==> config.mk <==
export PLATFORM = sky130hd
export DESIGN_NAME = spi_cmd_sequencer
export DESIGN_NICKNAME = d
export VERILOG_FILES = /design/src/rtl/sd_spi_pkg.sv /design/src/rtl/spi_rx_shifter.sv /design/src/rtl/spi_cmd_sequencer.sv
export SDC_FILE = /design/constraint.sdc
export NUM_CORES = 1
export LEC_CHECK = 0
export CORE_MARGIN = 3
export CORE_UTILIZATION = 30
export DETAILED_ROUTE_END_ITERATION = 8
export GPL_TIMING_DRIVEN = 0
export PLACE_DENSITY_LB_ADDON = 0.05
export SLEW_MARGIN = 20
export SYNTH_ARGS = -nofsm -noshare
export SYNTH_HDL_FRONTEND = slang
export SYNTH_SLANG_ARGS = --single-unit
==> constraint.sdc <==
create_clock -name spiClock -period 4.9 [get_ports spiClock]
set_clock_uncertainty 0.1 [all_clocks]
set_input_delay 0.98 -clock spiClock [delete_from_list [all_inputs] [get_ports spiClock]]
set_output_delay 0.98 -clock spiClock [all_outputs]
set_load 0.01 [all_outputs]
==> src/rtl/sd_spi_pkg.sv <==
// rtl/sd_spi_pkg.sv - shared SD SPI framing constants, sequencer states and frame builder
package sd_spi_pkg;

    localparam int CMD_BITS = 48;
    localparam int R1_BITS  = 8;
    localparam int R7_BITS  = 40;

    localparam logic [1:0] START_PREFIX = 2'b01;
    localparam logic       STOP_BIT     = 1'b1;

    localparam logic [2:0] ST_IDLE = 3'd0;
    localparam logic [2:0] ST_SEND = 3'd1;
    localparam logic [2:0] ST_WAIT = 3'd2;
    localparam logic [2:0] ST_READ = 3'd3;
    localparam logic [2:0] ST_HOLD = 3'd4;

    typedef enum logic [2:0] {
        IDLE = ST_IDLE,
        SEND = ST_SEND,
        WAIT = ST_WAIT,
        READ = ST_READ,
        HOLD = ST_HOLD
    } seq_state_e;

    function automatic logic [CMD_BITS-1:0] build_frame(
        input logic [5:0]  idx,
        input logic [31:0] arg,
        input logic [6:0]  crc
    );
        return {START_PREFIX, idx, arg, crc, STOP_BIT};
    endfunction

endpackage

==> src/rtl/spi_rx_shifter.sv <==
// rtl/spi_rx_shifter.sv - MSB-first serial-in/parallel-out response register
// data_next is the register value after the current edge, so a caller can commit the final bit on the same edge.
module spi_rx_shifter #(
    parameter int WIDTH = 40
) (
    input  logic             spiClock,
    input  logic             reset,
    input  logic             clear,
    input  logic             shift_en,
    input  logic             sdi,
    output logic [WIDTH-1:0] data_next
);

    logic [WIDTH-1:0] data;
    logic [WIDTH-1:0] base;

    always_comb begin
        base      = clear ? '0 : data;
        data_next = shift_en ? {base[WIDTH-2:0], sdi} : base;
    end

    always_ff @(posedge spiClock or posedge reset) begin
        if (reset) begin
            data <= '0;
        end else begin
            data <= data_next;
        end
    end

endmodule

==> src/rtl/spi_cmd_sequencer.sv <==
// rtl/spi_cmd_sequencer.sv - one SD SPI command/response transaction: frame out, poll, capture R1/R7
module spi_cmd_sequencer
    import sd_spi_pkg::*;
#(
    parameter int CMD_BITS       = 48,
    parameter int MAX_RESP_BYTES = 5,
    parameter int NCR_MAX        = 80
) (
    input  logic                        spiClock,
    input  logic                        reset,
    input  logic                        start,
    input  logic [5:0]                  cmdIndex,
    input  logic [31:0]                 cmdArg,
    input  logic [6:0]                  cmdCrc,
    input  logic                        longResp,
    input  logic                        miso,
    output logic                        mosi,
    output logic                        cs_n,
    output logic                        busy,
    output logic                        done,
    output logic                        error,
    output logic [8*MAX_RESP_BYTES-1:0] response
);

    localparam int RESP_W   = 8 * MAX_RESP_BYTES;
    localparam int BIT_SPAN = (CMD_BITS > RESP_W) ? CMD_BITS : RESP_W;
    localparam int BIT_W    = $clog2(BIT_SPAN);
    localparam int WAIT_W   = $clog2(NCR_MAX + 1);

    seq_state_e          state;
    logic [CMD_BITS-1:0] frame;
    logic [CMD_BITS-1:0] cmd_shift;
    logic [BIT_W-1:0]    bit_cnt;
    logic [BIT_W-1:0]    last_bit;
    logic [WAIT_W-1:0]   wait_cnt;
    logic                long_q;
    logic                rx_clear;
    logic                rx_shift;
    logic [RESP_W-1:0]   rx_next;

    assign frame    = build_frame(cmdIndex, cmdArg, cmdCrc);
    assign last_bit = long_q ? BIT_W'(R7_BITS - 1) : BIT_W'(R1_BITS - 1);

    // The start bit itself is bit 7 of byte 0, so it both clears and shifts in one edge.
    assign rx_clear = (state == WAIT) && start && !miso;
    assign rx_shift = rx_clear || ((state == READ) && start);

    spi_rx_shifter #(
        .WIDTH(RESP_W)
    ) u_rx_shifter (
        .spiClock (spiClock),
        .reset    (reset),
        .clear    (rx_clear),
        .shift_en (rx_shift),
        .sdi      (miso),
        .data_next(rx_next)
    );

    always_ff @(posedge spiClock or posedge reset) begin
        if (reset) begin
            state     <= IDLE;
            mosi      <= 1'b1;
            cs_n      <= 1'b1;
            busy      <= 1'b0;
            done      <= 1'b0;
            error     <= 1'b0;
            response  <= '0;
            cmd_shift <= '0;
            bit_cnt   <= '0;
            wait_cnt  <= '0;
            long_q    <= 1'b0;
        end else begin
            case (state)
                IDLE: begin
                    if (start) begin
                        cmd_shift <= frame << 1;
                        mosi      <= frame[CMD_BITS-1];
                        cs_n      <= 1'b0;
                        busy      <= 1'b1;
                        bit_cnt   <= '0;
                        long_q    <= longResp;
                        state     <= SEND;
                    end
                end
                SEND: begin
                    if (!start) begin
                        state <= IDLE;
                        cs_n  <= 1'b1;
                        busy  <= 1'b0;
                        mosi  <= 1'b1;
                    end else if (bit_cnt == BIT_W'(CMD_BITS - 1)) begin
                        mosi     <= 1'b1;
                        wait_cnt <= '0;
                        state    <= WAIT;
                    end else begin
                        mosi      <= cmd_shift[CMD_BITS-1];
                        cmd_shift <= cmd_shift << 1;
                        bit_cnt   <= bit_cnt + 1'b1;
                    end
                end
                WAIT: begin
                    if (!start) begin
                        state <= IDLE;
                        cs_n  <= 1'b1;
                        busy  <= 1'b0;
                        mosi  <= 1'b1;
                    end else if (!miso) begin
                        bit_cnt <= BIT_W'(1);
                        state   <= READ;
                    end else if (wait_cnt == WAIT_W'(NCR_MAX - 1)) begin
                        error    <= 1'b1;
                        done     <= 1'b1;
                        response <= '0;
                        state    <= HOLD;
                    end else begin
                        wait_cnt <= wait_cnt + 1'b1;
                    end
                end
                READ: begin
                    if (!start) begin
                        state <= IDLE;
                        cs_n  <= 1'b1;
                        busy  <= 1'b0;
                        mosi  <= 1'b1;
                    end else if (bit_cnt == last_bit) begin
                        response <= rx_next;
                        done     <= 1'b1;
                        state    <= HOLD;
                    end else begin
                        bit_cnt <= bit_cnt + 1'b1;
                    end
                end
                HOLD: begin
                    if (!start) begin
                        done  <= 1'b0;
                        error <= 1'b0;
                        cs_n  <= 1'b1;
                        busy  <= 1'b0;
                        state <= IDLE;
                    end
                end
                default: state <= IDLE;
            endcase
        end
    end

endmodule

# Word level (Yosys, flattened, before mapping)
# Index checks and enable logic that the tools add are counted.
[totals]
reg_bits = 150
input_bits = 50
output_inout_bits = 45
word_cells = 118
[op_classes]
n_addsub = 2
eq_ne = 25
mux = 53
reduce_logical = 26
[op_table]
columns = ["operator", "n"]
rows = [
  ["40-bit 2-to-1 mux", 7],
  ["48-bit 2-to-1 mux", 3],
  ["48-bit case mux with 2 select lines", 1],
  ["40-bit case mux with 2 select lines", 1],
  ["6-bit 2-to-1 mux", 8],
  ["7-bit 2-to-1 mux", 5],
  ["3-bit 2-to-1 mux", 9],
  ["2-bit inequality test, second input constant", 13],
  ["6-bit case mux with 4 select lines", 1],
  ["3-bit case mux with 5 select lines", 1],
  ["7-bit case mux with 2 select lines", 1],
  ["6-bit AND reduction", 2],
  ["1-bit 2-to-1 mux", 11],
  ["5-bit AND reduction", 2],
  ["2-bit nonzero test", 5],
  ["8-bit AND reduction", 1],
  ["7-bit by 1-bit adder with 7-bit output, second input constant", 1],
  ["7-bit == test, second input constant", 1],
  ["7-bit AND reduction", 1],
  ["6-bit by 1-bit adder with 6-bit output, second input constant", 1],
  ["3-bit by 2-bit == test with 1-bit output, second input constant", 2],
  ["6-bit == test", 1],
  ["6-bit == test, second input constant", 1],
  ["1-bit case mux with 2 select lines", 3],
  ["other kinds (18)", 24],
]

# Depth between registers and ports, before layout
[depth]
depth_word = 8
ltp_mapped = 7
depth_no_buf = 5

# By module
# A second synthesis with hierarchy kept.
[unflattened]
cells_unflattened = 647
hier_area_um2 = 6860.3
[by_module_without_submodules]
columns = ["module", "n_inst", "cells_each", "area_each_um2", "seq_area_each_um2"]
rows = [
  ["spi_cmd_sequencer", 1, 517, 5197.5, 2730.1],
  ["spi_rx_shifter", 1, 130, 1662.8, 1001.0],
]

# Worst setup path after synthesis
# Ideal clock, no wire load.
[synth_timing]
path_kind = "in2reg"
startpoint = "input port start"
endpoint = "register response[31]"
setup_ns = 0.122
arrival_ns = 2.003
t_required_ns = 4.678
slack_ns = 2.675
path_stages = 6
path_buffers = 2
cell_sequence = "buf_2 nand2b_1 nor2_1 o211ai_4 buf_6 a32o_1"
[synth_between]
elab_chain_cells = 7
word_cells_on_any_way = 12
cone_classes = "2 x eq/ne; 5 x mux; 5 x reduce/logical"
[synth_lines]
columns = ["item", "line_no", "source"]
rows = [
  ["from (decl)", "spi_cmd_sequencer.sv:11", "input logic start,"],
  ["1-bit logical AND (2 in a row)", "spi_cmd_sequencer.sv:45", "assign rx_clear = (state == WAIT) && start && !miso;"],
  ["40-bit 2-to-1 mux / 1-bit logical OR (equally long branches)", "spi_rx_shifter.sv:18, spi_cmd_sequencer.sv:46", ""],
  ["40-bit 2-to-1 mux", "spi_rx_shifter.sv:19", "data_next = shift_en ? {base[WIDTH-2:0], sdi} : base;"],
  ["40-bit 2-to-1 mux", "spi_cmd_sequencer.sv:125", "end else if (bit_cnt == last_bit) begin"],
  ["40-bit 2-to-1 mux", "spi_cmd_sequencer.sv:120", "if (!start) begin"],
  ["40-bit case mux with 2 select lines", "spi_cmd_sequencer.sv:73", "case (state)"],
  ["to (signal assigned)", "spi_cmd_sequencer.sv:126", "response <= rx_next;"],
  ["to (decl)", "spi_cmd_sequencer.sv:22", "output logic [8*MAX_RESP_BYTES-1:0] response"],
]
# Several ways; a longest one is shown, not always the timed one. The select of a mux whose other input is x is not followed.
# A chain may end at the register's enable or synchronous reset.

# Final worst setup path
[layout_timing]
startpoint = "input port start"
endpoint = "register u_rx_shifter.data[24]"
[layout_between]
elab_chain_cells = 4
word_cells_on_any_way = 6
cone_classes = "2 x mux; 4 x reduce/logical"
[layout_lines]
columns = ["item", "line_no", "source"]
rows = [
  ["1-bit logical AND (2 in a row)", "spi_cmd_sequencer.sv:45", ""],
  ["40-bit 2-to-1 mux / 1-bit logical OR (equally long branches)", "spi_rx_shifter.sv:18, spi_cmd_sequencer.sv:46", ""],
  ["40-bit 2-to-1 mux (*)", "spi_rx_shifter.sv:19", ""],
  ["via rx_next[24]", "spi_cmd_sequencer.sv:39", "logic [RESP_W-1:0] rx_next;"],
  ["to (signal assigned)", "spi_rx_shifter.sv:26", "data <= data_next;"],
  ["to (decl)", "spi_rx_shifter.sv:14", "logic [WIDTH-1:0] data;"],
]
# The timed path passes the listed nets; every way through them passes the cells marked *.

==> impl_summary.log <==
INFO  metric status = completed
INFO  metric synth.most_common_cell = sky130_fd_sc_hd__dfrtp_1
INFO  metric cts_hold_repair.buffers = 0
INFO  metric post_synth_instance_area = approximately 6500 um2
INFO  metric synth-xor-area-share = 0.2490%
INFO  metric worstReg2RegStart = bit_cnt[0]
INFO  metric number_of_nets_in_the_final_layout = 783
INFO  metric worstMarginPinSlew = 704.3 ps
INFO  metric initial_core_util = 30.78%
INFO  metric first_pass_grt_wire_length = 26,470 um
INFO  metric drive_gt1_share = 11.69%
INFO  metric synth-compound-area-share = between 10% and 20%
INFO  metric synth-edff-count = 0
INFO  metric wirelength = 15,930 um
INFO  metric reg2reg_to = response[1]
INFO  metric static-leakage-power = 3.820 nW
INFO  metric cp_data_arrival_time = 2910 ps
INFO  metric cts_tree = yes
INFO  metric r2r.worst_path.cells = 6
INFO  metric antenna_cells_inserted = 0
INFO  metric detail_route.wl_per_cell = 15.63 um
INFO  metric synth_fp_nets = 665
INFO  metric detailed_place_hpwl = 11,480 um
INFO  metric grt_pass1_vias = a little over 5,000
INFO  metric finalCriticalPeriod = approximately 2700 ps
INFO  metric hold_ws = ~380 ps
INFO  metric synth-adder-area-share = 0.3831%
INFO  metric core-area = 21,220 um2
INFO  metric synth_top_family_by_area = compound AO/OA/AOI/OAI gates
INFO  metric global_route.usage.total = 13.76%
INFO  metric yosys-top-cells-count = sky130_fd_sc_hd__dfrtp_1 (146), sky130_fd_sc_hd__nand2_1 (129), sky130_fd_sc_hd__a21oi_1 (52)
INFO  metric asyncSetResetFlopFracSynth = between 90% and 100%
INFO  metric stdcell_count = 1,019
INFO  metric report.power.total = 2.997 mW
INFO  metric setup_viol_count_final = 0
INFO  metric power_density = around 350 nW/um2
INFO  metric fp.dieH = 153.6 um
INFO  metric clock_pin_slew_reported_for_the_worst_setup_and_hold_paths_after_clock_tree_synthesis = 60 ps
INFO  metric drt-pass1-iter-count = 5
INFO  metric drc_markers = 0
INFO  metric holdCritPathClass = reg -> reg
INFO  metric crit_path_max_fanout = 10
INFO  metric yosys_top_cell_by_area = sky130_fd_sc_hd__dfrtp_1
INFO  metric synth-warning-count = 0
INFO  metric worst_ep_required_time = 5090 ps
INFO  metric grt_start_max_net_pins = 34
INFO  metric cts-root-buf = sky130_fd_sc_hd__clkbuf_16
INFO  metric rrSetupSlack = 2710 ps
INFO  metric clock_tree.buffer_depth = 2
INFO  metric syn-mean-instance-area = 10.66 um2
INFO  metric postSynthRegisterBits = 148
INFO  metric min_delay_path_depth = 2
INFO  metric ys_seq_area_share = 56.73%
INFO  metric avgViaCountPerCell = 4.843
INFO  metric fill_cells = around 2,100
INFO  metric setup.worst_path.class = in -> reg
INFO  metric yosys.area.top_type_share = 55.93%
INFO  metric fmaxAchievable = 0.3678 GHz
INFO  metric die_area = ~24,000 um2
INFO  metric post_dp_cell_area = 7936 um2
INFO  metric ir_worst_vdd = 200.8 uV
INFO  metric total_number_of_clock_tree_sinks = 148
INFO  metric yosys.cell_types.count = 60
INFO  metric min-delay-start = cmd_shift[19]
INFO  metric max-cap-violations = 0
INFO  metric synthMuxAreaShare = 7.374%
INFO  metric grt_antenna_before_repair = 0
INFO  metric postSynthCellCount = between 600 and 700
INFO  metric synth_top_cells_by_area = sky130_fd_sc_hd__dfrtp_1 (56%), sky130_fd_sc_hd__nand2_1 (7.4%), sky130_fd_sc_hd__mux2i_1 (7.2%), sky130_fd_sc_hd__a22o_1 (5.5%), sky130_fd_sc_hd__a21oi_1 (4.0%)
INFO  metric setup_repair_after_global_routing_missed_its_margin = no
INFO  metric worst_setup_path_start_kind = input port
INFO  metric cts_buf_count = 17
INFO  metric hold_viol_final = 0
INFO  metric floorplan.die.width = 153.6 um
INFO  metric synth_simple_gate_area_share = between 10% and 20%
INFO  metric postLayoutCellArea = 8588 um2
INFO  metric placement.io_buffers = 94
INFO  metric dr.first_iter.drc_count = 314
INFO  metric final.period_utilization = 55.49%
INFO  metric vias = 4,935
INFO  metric setup.worst_path.end_class = flip-flop
INFO  metric route.antenna.remaining_nets = 0
INFO  metric rows = 53
INFO  metric timing.slew.headroom = 52.95%
INFO  metric grt.overflow.total = 0
INFO  metric whs_endpoint = cmd_shift[19]
INFO  metric post_cts_resized = 0
INFO  metric gpl.final_weighted_congestion = 0.7763
INFO  metric io-pin-count = 95
INFO  metric area_growth = 31.47%
INFO  metric postCtsSetupRepairBufs = 0
INFO  metric htreeDepth = 4
INFO  metric insertion_delay = just over 400 ps
INFO  metric dp_cells = 987
INFO  metric report.final.slew_viol_count = 0
INFO  metric setup-tns-final = 0 ps
INFO  metric yosys_most_used_dff = sky130_fd_sc_hd__dfrtp_1
-- worst max path at each step --
stage	end	slack, ps	startpoint
final	u_rx_shifter.data[24]	2180	start
after global routing	u_rx_shifter.data[23]	1980	start
after CTS	u_rx_shifter.data[24]	2150	start
after detailed placement	u_rx_shifter.data[25]	1720	start
after global placement	wait_cnt[1]	540	reset
after floorplan	bit_cnt[0]	1960	reset
-- cells in the final DEF, fill, tap and decap left out, types with 3 or more instances in the layout --
| cell | count |
|---|---|
| sky130_fd_sc_hd__nand3_1 | 5 |
| sky130_fd_sc_hd__o21ai_1 | 12 |
| sky130_fd_sc_hd__clkdlybuf4s50_1 | 94 |
| sky130_fd_sc_hd__a22o_1 | 41 |
| sky130_fd_sc_hd__clkbuf_1 | 11 |
| sky130_fd_sc_hd__mux2i_1 | 47 |
| sky130_fd_sc_hd__nor2b_1 | 3 |
| sky130_fd_sc_hd__nor2_1 | 12 |
| sky130_fd_sc_hd__inv_6 | 3 |
| sky130_fd_sc_hd__buf_12 | 3 |
| sky130_fd_sc_hd__inv_1 | 7 |
| sky130_fd_sc_hd__o21ai_0 | 42 |
| sky130_fd_sc_hd__a21o_1 | 4 |
| sky130_fd_sc_hd__buf_4 | 6 |
| sky130_fd_sc_hd__clkbuf_16 | 17 |
| sky130_fd_sc_hd__nor3_1 | 10 |
| sky130_fd_sc_hd__dfrtp_1 | 146 |
| sky130_fd_sc_hd__a21oi_1 | 52 |
| sky130_fd_sc_hd__buf_6 | 4 |
| sky130_fd_sc_hd__a31oi_1 | 4 |
| sky130_fd_sc_hd__bufinv_16 | 5 |
| sky130_fd_sc_hd__buf_2 | 22 |
| sky130_fd_sc_hd__o31ai_1 | 4 |
| sky130_fd_sc_hd__nand2b_1 | 4 |
| sky130_fd_sc_hd__nand2_1 | 129 |
-- report_power, final --
group | switching [mW] | internal (mW)
registers | 0.0382 | 1.29
clock network | 0.536 | 0.913
logic | 0.114 | 0.110
total | 0.688 | 2.31
-- metrics by stage --
| stage | util [%] | setup WS (ps) |
|---|---|---|
| 4_1_cts | 40.47 | 2152 |
| 6_report | 40.47 | 2181 |
| 3_5_place_dp | 37.40 | 1719 |
| 3_3_place_gp | 36.86 | 536.1 |
| 5_1_grt | 40.47 | 1981 |
| 2_1_floorplan | - | 1961 |
-- per-layer routing --
layer	vias up	GRT usage, %	wire [um]
met2	107	21.35	7361
met5	-	0	0
met3	12	3.574	667
met4	0	3.364	161
met1	2397	19.39	7737
li1	2419	-	-
-- kinds of logic after synthesis --
logic type,Yosys count
compound gates,178
xor+xnor,1
fa+ha+maj,2
buf+inv,53
flops,148
mux,48
simple gates,183
-- sequential cells by signal, summed over array words and instances (netlist names) --
signal / count
cmd_shift: 47
response: 40
u_rx_shifter.data: 39
wait_cnt: 7
bit_cnt: 6
state: 3
busy: 1
cs_n: 1
done: 1
error: 1
long_q: 1
mosi: 1
-- worst max-delay path, stage by stage --
cell and delay [ps]:
sky130_fd_sc_hd__clkdlybuf4s50_1 490, sky130_fd_sc_hd__buf_2 240, sky130_fd_sc_hd__nand2b_1 240, sky130_fd_sc_hd__nor3_2 330
sky130_fd_sc_hd__buf_2 290, sky130_fd_sc_hd__buf_2 260, sky130_fd_sc_hd__a21oi_1 70
-- area by class of cell --
class	instances	area [um2]	share of cell area, %
buffer	44	249.0	2.899
timing repair buffer	99	1056	12.30
inverter	9	37.54	0.4371
clock inverter	14	222.7	2.593
clock buffer	18	429.2	4.997
tap	275	344.1	4.006
sequential	148	3706	43.15
multi-input combinational	412	2544	29.62
Note: power is estimated with default switching activity, not from simulation.
